`src/rtl/shared_register_arbiter.sv`:
```
// Shared register with round-robin write arbitration.
// Several requesters compete to write one stored word. One writer is granted
// per cycle, starting the search at a rotating priority pointer so every
// persistent requester is served within REQUESTER_COUNT cycles.
module shared_register_arbiter #(
    parameter int WORD_WIDTH      = 0,
    parameter int REQUESTER_COUNT = 0,
    parameter     RESET_VALUE     = 0,
    // Widths are clamped so an instance left at the default values still elaborates
    localparam int WW = (WORD_WIDTH < 1) ? 1 : WORD_WIDTH,
    localparam int RC = (REQUESTER_COUNT < 2) ? 2 : REQUESTER_COUNT,
    localparam int PW = $clog2(RC)
) (
    input  logic             clock,
    input  logic             areset,
    input  logic             clear,
    input  logic [RC-1:0]    requests_valid,
    output logic [RC-1:0]    requests_ready,
    input  logic [RC*WW-1:0] requests_data,
    output logic [WW-1:0]    data_out,
    output logic             data_out_updated,
    output logic [PW-1:0]    last_writer
);

    localparam logic [WW-1:0] RESET_WORD = WW'(RESET_VALUE);
    localparam logic [PW:0]   RC_WIDE    = (PW+1)'(RC);
    localparam logic [PW-1:0] LAST_IDX   = PW'(RC - 1);

    // Registered state
    logic [WW-1:0] data_p1;
    logic [PW-1:0] pointer_p1;
    logic [PW-1:0] writer_p1;
    logic          vld_p1;

    // Arbitration results for the current cycle
    logic          found_p0;
    logic [PW:0]   cand_p0;
    logic [PW-1:0] grant_idx_p0;
    logic [PW-1:0] next_ptr_p0;
    logic          xfer_p0;
    logic [WW-1:0] grant_word_p0;

    // Round-robin search: first valid requester at or after the pointer, wrapping
    always_comb begin
        found_p0     = 1'b0;
        cand_p0      = '0;
        grant_idx_p0 = '0;
        for (int off = 0; off < RC; off++) begin
            cand_p0 = {1'b0, pointer_p1} + (PW+1)'(off);
            if (cand_p0 >= RC_WIDE) begin
                cand_p0 = cand_p0 - RC_WIDE;
            end
            if (!found_p0 && requests_valid[cand_p0[PW-1:0]]) begin
                found_p0     = 1'b1;
                grant_idx_p0 = cand_p0[PW-1:0];
            end
        end
    end

    // Grant qualification: clear and reset both suppress any acceptance
    always_comb begin
        xfer_p0        = found_p0 && !clear && !areset;
        requests_ready = xfer_p0 ? (RC'(1) << grant_idx_p0) : '0;
        next_ptr_p0    = (grant_idx_p0 == LAST_IDX) ? '0 : grant_idx_p0 + PW'(1);
        grant_word_p0  = requests_data[grant_idx_p0*WW +: WW];
    end

    // ---- stage boundary: p0 -> p1 ----
    // Store the granted word; clear takes priority over any write
    always_ff @(posedge clock or posedge areset) begin
        if (areset) begin
            data_p1    <= RESET_WORD;
            pointer_p1 <= '0;
            writer_p1  <= '0;
            vld_p1     <= 1'b0;
        end else if (clear) begin
            data_p1    <= RESET_WORD;
            pointer_p1 <= '0;
            writer_p1  <= '0;
            vld_p1     <= 1'b1;
        end else if (xfer_p0) begin
            data_p1    <= grant_word_p0;
            pointer_p1 <= next_ptr_p0;
            writer_p1  <= grant_idx_p0;
            vld_p1     <= 1'b1;
        end else begin
            vld_p1     <= 1'b0;
        end
    end

    assign data_out         = data_p1;
    assign data_out_updated = vld_p1;
    assign last_writer      = writer_p1;

endmodule

```
`config.mk`:
```
export PLATFORM = sky130hd
export DESIGN_NAME = shared_register_arbiter
export DESIGN_NICKNAME = d
export VERILOG_FILES = /design/src/rtl/shared_register_arbiter.sv
export SDC_FILE = /design/constraint.sdc
export NUM_CORES = 1
export LEC_CHECK = 0
export CAP_MARGIN = 10
export CORE_AREA = 2 2 39 41
export CTS_BUF_LIST = sky130_fd_sc_hd__clkbuf_8
export DETAILED_ROUTE_END_ITERATION = 7
export DIE_AREA = 0 0 41 43
export GPL_TIMING_DRIVEN = 0
export PLACE_DENSITY = 0.4
export SLEW_MARGIN = 5
export SYNTH_ARGS = -nofsm -noshare
export SYNTH_HDL_FRONTEND = slang
export SYNTH_SLANG_ARGS = --single-unit
```
`constraint.sdc`:
```
create_clock -name clock -period 1.8 [get_ports clock]
set_clock_uncertainty 0.2 [all_clocks]
set_input_delay 0.54 -clock clock [delete_from_list [all_inputs] [get_ports clock]]
set_output_delay 0.54 -clock clock [all_outputs]
set_load 0.02 [all_outputs]
```
==> results of run 1 <==
## through the flow
| step | instance area (um^2) | power, mW | cells | utilization | setup WS [ns] |
|---|---|---|---|---|---|
| finish | 435.4 | 0.3596 | 56 | 0.3146 | -0.1711 |
| global route | 435.4 | 0.3802 | 56 | 0.3146 | -0.1847 |
| CTS | 436.7 | 0.3625 | 56 | 0.3156 | -0.1743 |
| detailed placement | 355.3 | 0.1670 | 49 | 0.2568 | -1.083 |
| global placement | 355.3 | 0.1672 | 49 | 0.2568 | -1.089 |
| floorplan | 225.2 | 0.1345 | 22 | - | -0.02611 |
## worst max-delay path, cell delays in order
cell,delay [ns]
sky130_fd_sc_hd__buf_6,0.09
sky130_fd_sc_hd__or2_4,0.27
sky130_fd_sc_hd__nor2_4,0.09
sky130_fd_sc_hd__and2_4,0.14
sky130_fd_sc_hd__buf_6,0.10
## layer usage
metal,share of wire,track usage,routed length [um]
met4,0,0.02000,0
met3,0.086,0.06283,48
met5,0,0,0
met1,0.36,0.07143,202
met2,0.55,0.1219,308
## worst max path at each step
stage	slack, ns	to	start
after global placement	-1.09	requests_ready[0]	clear
after CTS	-0.17	requests_ready[0]	areset
after global routing	-0.18	requests_ready[0]	areset
final	-0.17	requests_ready[0]	areset
after detailed placement	-1.08	requests_ready[0]	clear
after floorplan	-0.03	requests_ready[0]	clear
## Yosys cell counts
| cell type | number | area share |
|---|---|---|
| sky130_fd_sc_hd__o21ai_0 | 1 | 0.024 |
| sky130_fd_sc_hd__a21boi_0 | 1 | 0.035 |
| sky130_fd_sc_hd__nor2_1 | 3 | 0.053 |
| sky130_fd_sc_hd__a311o_1 | 1 | 0.047 |
| sky130_fd_sc_hd__inv_1 | 2 | 0.035 |
| sky130_fd_sc_hd__nand2b_1 | 1 | 0.029 |
| sky130_fd_sc_hd__nand2_1 | 1 | 0.018 |
| sky130_fd_sc_hd__o22a_1 | 1 | 0.041 |
| sky130_fd_sc_hd__or2_4 | 1 | 0.041 |
| sky130_fd_sc_hd__and2b_2 | 1 | 0.041 |
| sky130_fd_sc_hd__dfrtp_1 | 4 | 0.47 |
| sky130_fd_sc_hd__nand3_1 | 1 | 0.024 |
| sky130_fd_sc_hd__a21oi_1 | 1 | 0.024 |
| sky130_fd_sc_hd__and2_1 | 1 | 0.029 |
| sky130_fd_sc_hd__o21ba_1 | 1 | 0.047 |
| sky130_fd_sc_hd__a22o_1 | 1 | 0.041 |
## logic make-up after synthesis
group,count (synthesis)
simple gates,9
flops,4
compound gates,7
buf+inv,2
## state kept, by name, summed over array words and instances, names as in the netlist
register / cells
data_out: 1
data_out_updated: 1
last_writer: 1
pointer_p1: 1
## power groups by stage
stage / Combinational (mW) / Sequential [mW] / Clock, mW
6_report: 0.0743 / 0.0997 / 0.186
5_1_grt: 0.0800 / 0.101 / 0.199
4_1_cts: 0.0727 / 0.0999 / 0.190
3_5_place_dp: 0.0660 / 0.101 / 0
3_3_place_gp: 0.0665 / 0.101 / 0
2_1_floorplan: 0.0277 / 0.107 / 0
## repair_timing
item | in CTS | in global routing
gates resized for setup | 33 | 5
pin swaps | 4 | 1
endpoints found under the setup margin | 6 | 2
buffers inserted | 4 | 0
## area by class of cell
class | instances | area (um^2)
fill | 154 | 948.4
multi-input combinational | 16 | 135.1
timing repair buffer | 15 | 131.4
sequential | 4 | 100.1
clock buffer | 3 | 41.29
tap | 16 | 20.02
inverter | 2 | 7.507
==> results_dict.tcl, run 1 <==
set metrics [dict create \
    start_util 0.1537 \
    area_delta_synth_final_pct 104.7 \
    setup_ws_ns -0.1711 \
    syn-cell-area_um2 212.7 \
    power_frac_seq 0.277 \
    critical_path_sink_type "primary output" \
    synthesis.yosys.warnings 0 \
    grt_max_degree 6 \
    numCtsBuffers 3 \
    relSlewSlack 0.8651 \
    cell_internal_pwr_mw 0.2797 \
    drt-wirelength-per-cell_um 9.982 \
    worstHoldPathType "input pin to async pin" \
    nNetsFinal 49 \
    unrepaired_setup_endpoints_after_global_routing "yes" \
    tmin_final_ns 1.971 \
    synth_adder_area_share 0 \
    layout_cells_sized_above_1 0.5250 \
    worst_skew_pair_latency_ns 0.22 \
    regToRegStartpoint "pointer_p1" \
    report.final.slew_viol_count 0 \
    avgViaCountPerCell 4.161 \
    clock_tree.buffer_depth 2 \
    worst_margin_pin_slew_ns 0.2032 \
    path_class "input pin to primary output" \
    fp-row-count 14 \
    first_pass_grt_wire_length_um 869 \
    area_fraction_in_compound_gates_after_synthesis 0.2588 \
    hpwl_um 374.9 \
    floorplan.die.height_um 43 \
    drc 0 \
    run_status "finished with violations" \
    r2r_setup_slack_ns 0.34 \
    route.vias.total 233 \
    design.core.area_um2 1384 \
    layout_worst_path_cycle_share 1.095 \
    synth_sequential_area_ratio 0.4706 \
    detailedRoute.firstIterationViolations 3 \
    crit_arrival_ns 1.23 \
    postSynthNetCount 29 \
    cap_viol_max_count 0 \
    vdd_ir_drop_max_v 0.0004369 \
    synth.lib_cells_used.distinct 16 \
    port_buffers 11 \
    p_switching_mw 0.07991 \
    avgSynthCellArea_um2 9.668 \
    hold_viol 0 \
    wirelength_um 559 \
    clk_pin_slew_ns 0.03 \
    drt-pass1-iter-count 2 \
    clock_tree_from_tritoncts "built" \
    grtUsageTotal 0.07654 \
    failing_checks "setup timing" \
    die_area_um2 1763 \
    pwr-share-clk 0.516 \
    max_clock_freq_ghz 0.5073 \
    post_synth_inst_count 22 \
    die_width_um 41 \
    htree_num_levels 1 \
    yosys.area_share.xor_xnor 0 \
    power_density_nw_per_um2 826.0 \
    combinational_family_with_the_most_area_after_synthesis "compound AO/OA/AOI/OAI gates" \
    clockRootBuffer "sky130_fd_sc_hd__clkbuf_8" \
    max_fanout_on_critical_path 4 \
    first_global_vias 217 \
    commonest_cells_after_routing_fill_and_taps_aside "sky130_fd_sc_hd__dfrtp_1 (4), sky130_fd_sc_hd__buf_6 (4), sky130_fd_sc_hd__buf_4 (4)" \
    cellLeakagePower_nw 0.2111 \
    startpoint_type "input pin" \
    critical_path_required_ns 1.06 \
    synth.mux.area_fraction 0 \
    io_pins 12 \
    ant_nets 0 \
    antenna_found_initial 0 \
    gp_congestion 0.7643 \
    switching_share 0.2222 \
    synth-simple-area-share 0.2353 \
    cts_hold_buffers 0 \
    grt.overflow.total 0 \
    numClockSinks 4 \
    insertedDiodeCount 0 \
    crit-reg2reg-capture "data_out" \
    share_comb_of_total_power 0.207 \
    final-setup-viol-count 2 \
    synth.ff_latch_count 4 \
    hold-worst-slack_ns 0.1372 \
    setup-tns-final_ns -0.2536 \
    worst_r2r_path_depth 4 \
]
No activity file was read; power rests on OpenSTA's default activity.
==> run 2: changes to the inputs <==
--- a/config.mk
+++ b/config.mk
@@ -5,6 +5,7 @@
 export SDC_FILE = /design/constraint.sdc
 export NUM_CORES = 1
 export LEC_CHECK = 0
+export ABC_CLOCK_PERIOD_IN_PS = 1800
 export CAP_MARGIN = 10
 export CORE_AREA = 2 2 39 41
 export CTS_BUF_LIST = sky130_fd_sc_hd__clkbuf_8
==> results of run 2 <==
Final layout, timing and power as in run 1 (identical DEF).
==> run 3: changes to the inputs <==
--- a/config.mk
+++ b/config.mk
@@ -6,7 +6,7 @@
 export NUM_CORES = 1
 export LEC_CHECK = 0
 export ABC_CLOCK_PERIOD_IN_PS = 1800
-export CAP_MARGIN = 10
+export CAP_MARGIN = 20
 export CORE_AREA = 2 2 39 41
 export CTS_BUF_LIST = sky130_fd_sc_hd__clkbuf_8
 export DETAILED_ROUTE_END_ITERATION = 7
==> results of run 3 <==
Final layout, timing and power as in run 1 (identical DEF).
